<file path="src/rtl/snake_pkg.sv">
// rtl/snake_pkg.sv - shared direction and queue-state definitions for the snake input path
// Contents: direction codes DIR_XP/DIR_XM/DIR_YP/DIR_YM, queue FSM state type,
//           helpers for the axis partner of a direction and lowest-index press selection.
package snake_pkg;

    localparam logic [1:0] DIR_XP = 2'b00;
    localparam logic [1:0] DIR_XM = 2'b01;
    localparam logic [1:0] DIR_YP = 2'b10;
    localparam logic [1:0] DIR_YM = 2'b11;

    typedef enum logic [1:0] {
        Q_EMPTY = 2'b00,
        Q_ONE   = 2'b01,
        Q_TWO   = 2'b10
    } q_state_t;

    // Directions on the same axis differ only in bit 0, so flipping it gives the reversal.
    function automatic logic [1:0] reverse_of(input logic [1:0] d);
        return d ^ 2'b01;
    endfunction

    // Button index equals its direction code; the lowest set bit wins.
    function automatic logic [1:0] pick_lowest(input logic [3:0] r);
        logic [1:0] idx;
        idx = DIR_YM;
        if (r[2]) idx = DIR_YP;
        if (r[1]) idx = DIR_XM;
        if (r[0]) idx = DIR_XP;
        return idx;
    endfunction

endpackage

</file>
<file path="src/rtl/button_debouncer.sv">
// rtl/button_debouncer.sv - 4-bit button synchronizer plus shared debounce counter
// Ports: clock, reset (async active-low), restart (sync clear), buttons[3:0] raw in,
//        btn_db[3:0] debounced vector out.
module button_debouncer #(
    parameter int DEBOUNCE_CYCLES = 50000,
    parameter int SYNC_STAGES     = 2
) (
    input  logic       clock,
    input  logic       reset,
    input  logic       restart,
    input  logic [3:0] buttons,
    output logic [3:0] btn_db
);

    localparam int CNT_W = $clog2(DEBOUNCE_CYCLES + 1);
    localparam logic [CNT_W-1:0] CNT_MAX  = CNT_W'(DEBOUNCE_CYCLES);
    localparam logic [CNT_W-1:0] CNT_LAST = CNT_W'(DEBOUNCE_CYCLES - 1);
    localparam logic [CNT_W-1:0] CNT_ONE  = CNT_W'(1);

    logic [SYNC_STAGES-1:0][3:0] sync_q;
    logic [3:0]                  sync_out;
    logic [3:0]                  sync_prev;
    logic [CNT_W-1:0]            cnt;
    logic [3:0]                  btn_db_q;

    assign sync_out = sync_q[SYNC_STAGES-1];
    assign btn_db   = btn_db_q;

    always_ff @(posedge clock or negedge reset) begin
        if (!reset) begin
            sync_q    <= '0;
            sync_prev <= '0;
            cnt       <= '0;
            btn_db_q  <= '0;
        end else if (restart) begin
            sync_q    <= '0;
            sync_prev <= '0;
            cnt       <= '0;
            btn_db_q  <= '0;
        end else begin
            sync_q    <= {sync_q[SYNC_STAGES-2:0], buttons};
            sync_prev <= sync_out;
            if (sync_out != sync_prev) begin
                cnt <= '0;
            end else begin
                // Saturate so a long hold does not wrap and re-trigger.
                if (cnt != CNT_MAX) cnt <= cnt + CNT_ONE;
                // cnt counts stable cycles minus one; the final stable cycle commits.
                if (cnt >= CNT_LAST) btn_db_q <= sync_out;
            end
        end
    end

endmodule

</file>
<file path="src/rtl/direction_input_ctrl.sv">
// rtl/direction_input_ctrl.sv - snake button front end: press detect, reversal reject, turn queue
// Ports: clock, reset (async active-low), restart (sync clear), buttons[3:0] raw,
//        consume (pop pulse), direction[1:0], pending, played (press pulse), db_state[1:0].
// Build option: DIR_BUFFER_EN enables the second queue entry (state TWO).
module direction_input_ctrl
    import snake_pkg::*;
#(
    parameter int DEBOUNCE_CYCLES = 50000,
    parameter int SYNC_STAGES     = 2
) (
    input  logic       clock,
    input  logic       reset,
    input  logic       restart,
    input  logic [3:0] buttons,
    input  logic       consume,
    output logic [1:0] direction,
    output logic       pending,
    output logic       played,
    output logic [1:0] db_state
);

    logic [3:0] btn_db;
    logic [3:0] btn_db_prev;
    logic [3:0] rise;
    logic       any_rise;
    logic [1:0] cand;
    logic [1:0] ref_dir;
    logic       accept;

    q_state_t   state, state_next;
    logic [1:0] dir_q, dir_next;
    logic [1:0] head_q, head_next;
    logic [1:0] tail_q, tail_next;
    logic       played_q;

    button_debouncer #(
        .DEBOUNCE_CYCLES(DEBOUNCE_CYCLES),
        .SYNC_STAGES    (SYNC_STAGES)
    ) u_debouncer (
        .clock  (clock),
        .reset  (reset),
        .restart(restart),
        .buttons(buttons),
        .btn_db (btn_db)
    );

    assign rise     = btn_db & ~btn_db_prev;
    assign any_rise = |rise;
    assign cand     = pick_lowest(rise);

    // Compare against the most recent intended heading, not the one on screen.
    always_comb begin
        ref_dir = dir_q;
        if (state == Q_ONE) ref_dir = head_q;
        if (state == Q_TWO) ref_dir = tail_q;
    end

    assign accept = any_rise && (cand != ref_dir) && (cand != reverse_of(ref_dir));

    always_ff @(posedge clock or negedge reset) begin
        if (!reset) begin
            state       <= Q_EMPTY;
            dir_q       <= DIR_XP;
            head_q      <= DIR_XP;
            tail_q      <= DIR_XP;
            btn_db_prev <= '0;
            played_q    <= 1'b0;
        end else if (restart) begin
            state       <= Q_EMPTY;
            dir_q       <= DIR_XP;
            head_q      <= DIR_XP;
            tail_q      <= DIR_XP;
            btn_db_prev <= '0;
            played_q    <= 1'b0;
        end else begin
            state       <= state_next;
            dir_q       <= dir_next;
            head_q      <= head_next;
            tail_q      <= tail_next;
            btn_db_prev <= btn_db;
            played_q    <= any_rise;
        end
    end

    // Pop is applied before push whenever both happen on the same edge.
    always_comb begin
        state_next = state;
        dir_next   = dir_q;
        head_next  = head_q;
        tail_next  = tail_q;
        case (state)
            Q_EMPTY: begin
                if (accept) begin
                    head_next  = cand;
                    state_next = Q_ONE;
                end
            end
            Q_ONE: begin
                if (consume) begin
                    dir_next = head_q;
                    if (accept) head_next = cand;
                    else        state_next = Q_EMPTY;
                end else if (accept) begin
`ifdef DIR_BUFFER_EN
                    tail_next  = cand;
                    state_next = Q_TWO;
`else
                    head_next  = cand;
`endif
                end
            end
            Q_TWO: begin
                if (consume) begin
                    dir_next  = head_q;
                    head_next = tail_q;
                    if (accept) tail_next = cand;
                    else        state_next = Q_ONE;
                end else if (accept) begin
                    tail_next = cand;
                end
            end
            default: begin
                state_next = Q_EMPTY;
            end
        endcase
    end

    assign direction = dir_q;
    assign pending   = (state != Q_EMPTY);
    assign played    = played_q;
    assign db_state  = state;

endmodule
</file>
<file path="config.mk">
export PLATFORM = sky130hd
export DESIGN_NAME = direction_input_ctrl
export DESIGN_NICKNAME = d
export VERILOG_FILES = /design/src/rtl/snake_pkg.sv /design/src/rtl/button_debouncer.sv /design/src/rtl/direction_input_ctrl.sv
export SDC_FILE = /design/constraint.sdc
export NUM_CORES = 1
export LEC_CHECK = 0
export CORE_ASPECT_RATIO = 0.7
export CORE_UTILIZATION = 40
export CTS_BUF_LIST = sky130_fd_sc_hd__clkbuf_16
export DETAILED_ROUTE_END_ITERATION = 12
export GPL_TIMING_DRIVEN = 0
export SLEW_MARGIN = 25
export SYNTH_ARGS = -nofsm -noshare
export SYNTH_HDL_FRONTEND = slang
export SYNTH_SLANG_ARGS = --single-unit
</file>
<file path="constraint.sdc">
create_clock -name clock -period 2.34 [get_ports clock]
set_clock_uncertainty 0.15 [all_clocks]
set_input_delay 0.468 -clock clock [delete_from_list [all_inputs] [get_ports clock]]
set_output_delay 0.468 -clock clock [all_outputs]
set_load 0.02 [all_outputs]
</file>
==> summary.md <==
| Metric | Value |
|---|---|
| Critical Path AT | 2.25 ns |
| Fillcell total | 404 |
| Antenna viol nets, final | 0 |
| Synthesized flop and latch total | 42 |
| First-pass GRT wire length | 6090 µm |
| CTS tree | yes |
| Clock-pin slew of the registers on the worst-case setup and hold paths | 0.06 ns |
| Unique masters post-synth | 35 |
| Nets | 214 |
| Total number of vias | 1351 |
| CTS Sinks | 42 |
| Top FF cell, synth | dfrtp_1 |
| Vias in the first global route | 1305 |
| Pre-antenna DRT Iters | 8 |
| Port Buffers | 12 |
| DR iter-0 viols | 64 |
| Slew Limit Fails | 0 |
| Share of layout cells above drive strength 1 | 11.2% |
| Outcome | finished, violations left |
| Most common cell after layout, fill and taps aside | dfrtp_1 |
| F_max | 447 MHz |
| Number of flops mapped to enable cells by yosys | 0 |
| Multi-input logic area | 821 µm² |
| Mapped cell area | 0.00192 mm² |
| Initial core utilization | 42.9% |
| Clk Tree Root Cell | clkbuf_16 |
| Pin count of the biggest net entering global routing | 24 |
| Synth area leaders | dfrtp_1, nor2b_1, xnor2_1 |
| Remaining global-route overflow | 0 |
| Routed Wire Length | 3530 µm |
| Setup violators final | 0 |
| Via density | 5.20 |
| Routed wire per std cell | 13.6 µm |
| P&R area growth vs syn | 20.9% |
| HPWL Detailed | 2500 µm |
| Startpoint types | register |
| Power, Total | 1.61 mW |
| Period utilization | 95.5% |
| Syn_nets | 191 |
| Syn Inst Count | 181 |
| GRT Util Overall | 16.3% |
| Core Box Area | 0.00448 mm² |
| Period minus WS final | 2.24 ns |
| Sequential fraction of the synthesis area | 54.7% |
| Max clock buf depth | 2 |
| Maximum vdd ir drop | 0.424 mV |
| Residual DRC | 1 |
| Die Width | 84.9 µm |
| Die footprint | 0.00509 mm² |
| Worst-Margin Slew | 0.674 ns |
| Power per cell area | 693 mW/mm² |
| Leak | 1.01 nW |
| Relative slew margins | 53.9% |
| Antenna diodes | 0 |
| Mapped Avg Cell Area | 10.6 µm² |
| Largest area contributor in the netlist | dfrtp_1 |
| Highest-count cells in the layout ignoring fill and taps | dfrtp_1, nor2b_1, nor2_1, xnor2_1, clkdlybuf4s50_1 |
| CTS Buf Count | 5 |
| Setup TNS Final | 0 ns |
| Floorplan row count | 20 |
| Die Ht | 60.0 µm |
| Crit end category | register |
| Violations in the final reports | DRC |
| Critical path class | reg2reg |
| Share of the synthesized area in the top cell type | 54.7% |
| Final Hold Fails | 0 |
| H-tree depth | 2 |
| Asr flop ratio synth | 100% |
| Hold Crit Class | in2async |
| Crit path max fanout | 4 |
| Clock Latency Late Sink | 0.28 ns |
| MaxCap Viol Count | 0 |
| Critical Path RT | 2.36 ns |
| I/O pins | 14 |
| Synth Warn # | 0 |
| Initial antenna violation count | 0 |
| FF/Latch Area | 0.00105 mm² |
| Gpl congestion | 0.786 |
worst max-delay path: stages, from the launching register on:
cell     delay (ns)
dfrtp_2        0.43
inv_1          0.06
ha_1           0.13
or4bb_1        0.47
or4_1          0.50
buf_4          0.17
mux2i_1        0.15
nor2_1         0.06
synth_stat cells, types with 3 or more instances:
| cell | count |
|---|---|
| dfrtp_1 | 42 |
| nor2b_1 | 21 |
| nor2_1 | 19 |
| xnor2_1 | 10 |
| nand2_1 | 8 |
| nand4_1 | 8 |
| a21oi_1 | 7 |
| nand3_1 | 6 |
| mux2_2 | 5 |
| nor3_1 | 5 |
| xor2_1 | 5 |
| inv_1 | 4 |
| nand2b_1 | 4 |
| and4_1 | 3 |
| clkbuf_1 | 3 |
| o21ai_0 | 3 |
sequential cells by signal, indices dropped and copies added, names as in the netlist:
register,flops
played,1
u_debouncer.sync_out,4
u_debouncer.cnt,16
btn_db_prev,4
direction,2
db_state,1
u_debouncer.btn_db,4
u_debouncer.sync_q,4
u_debouncer.sync_prev,4
head_q,2
worst paths after layout:
path | startpoint | slack (ns) | cells after the start | endpoint
min in group clock | u_debouncer.sync_q[0] | 0.33 | 1 | u_debouncer.sync_out[0]
worst max-delay path | u_debouncer.cnt[0] | 0.10 | 7 | u_debouncer.cnt[0]
worst max register to register | u_debouncer.cnt[0] | 0.10 | 7 | u_debouncer.cnt[0]
max in group asynchronous | reset | 1.55 | 2 | played
worst min register to register | u_debouncer.sync_q[0] | 0.33 | 1 | u_debouncer.sync_out[0]
worst min-delay path | reset | 0.000003 | 1 | u_debouncer.sync_q[1]
metrics by stage:
stage	cells	hold WS, ns	setup WS [ns]	util, %	area, µm²
floorplan	181	0.0224	0.225	-	1920
global placement	248	0.293	-0.372	47.2	2110
detailed placement	249	0.311	-0.389	47.7	2130
CTS	257	0.0213	0.0946	51.3	2300
global route	260	0.0233	-0.00445	51.9	2330
finish	260	0.00000300	0.105	51.9	2330
per-layer routing:
layer  up-vias  share of wire (%)  routed length (µm)  track usage [%]
met4         0                1.6                  58             7.02
met3         4                4.8                 171             5.80
met2        23                 42                1470             25.0
met5         -                  0                   0                0
met1       654                 52                1830             21.2
li1        670                  -                   -                -
kinds of logic after synthesis:
| group | synth area share (%) |
|---|---|
| simple gates | 24.6 |
| flops | 54.7 |
| compound gates | 5.79 |
| xor+xnor | 6.83 |
| buf+inv | 2.67 |
| mux | 3.97 |
| fa+ha+maj | 1.30 |
| other cells | 0.195 |
what timing repair did:
action                                  4_1_cts  5_1_grt
hold buffers                                  0        0
gates resized for setup                       1        2
cloned                                        0        0
endpoints found under the setup margin        5        2
setup buffers                                 0        3
where the power goes:
| part | switching, mW | internal, mW | leakage [nW] |
|---|---|---|---|
| registers | 0.00780 | 0.739 | 0.577 |
| clock network | 0.280 | 0.499 | 0.0812 |
| logic | 0.0488 | 0.0379 | 0.354 |
| total | 0.336 | 1.28 | 1.01 |
layout make-up:
type | count | area share [%]
well taps | 55 | 2.96
multi-input cells | 128 | 35.3
repair buffers | 16 | 7.05
clock buffers | 5 | 5.38
flip-flops and latches | 42 | 45.2
inverters | 4 | 0.646
plain buffers | 7 | 1.67
clock inverters | 3 | 1.78
(Power assumes the default switching activity.)
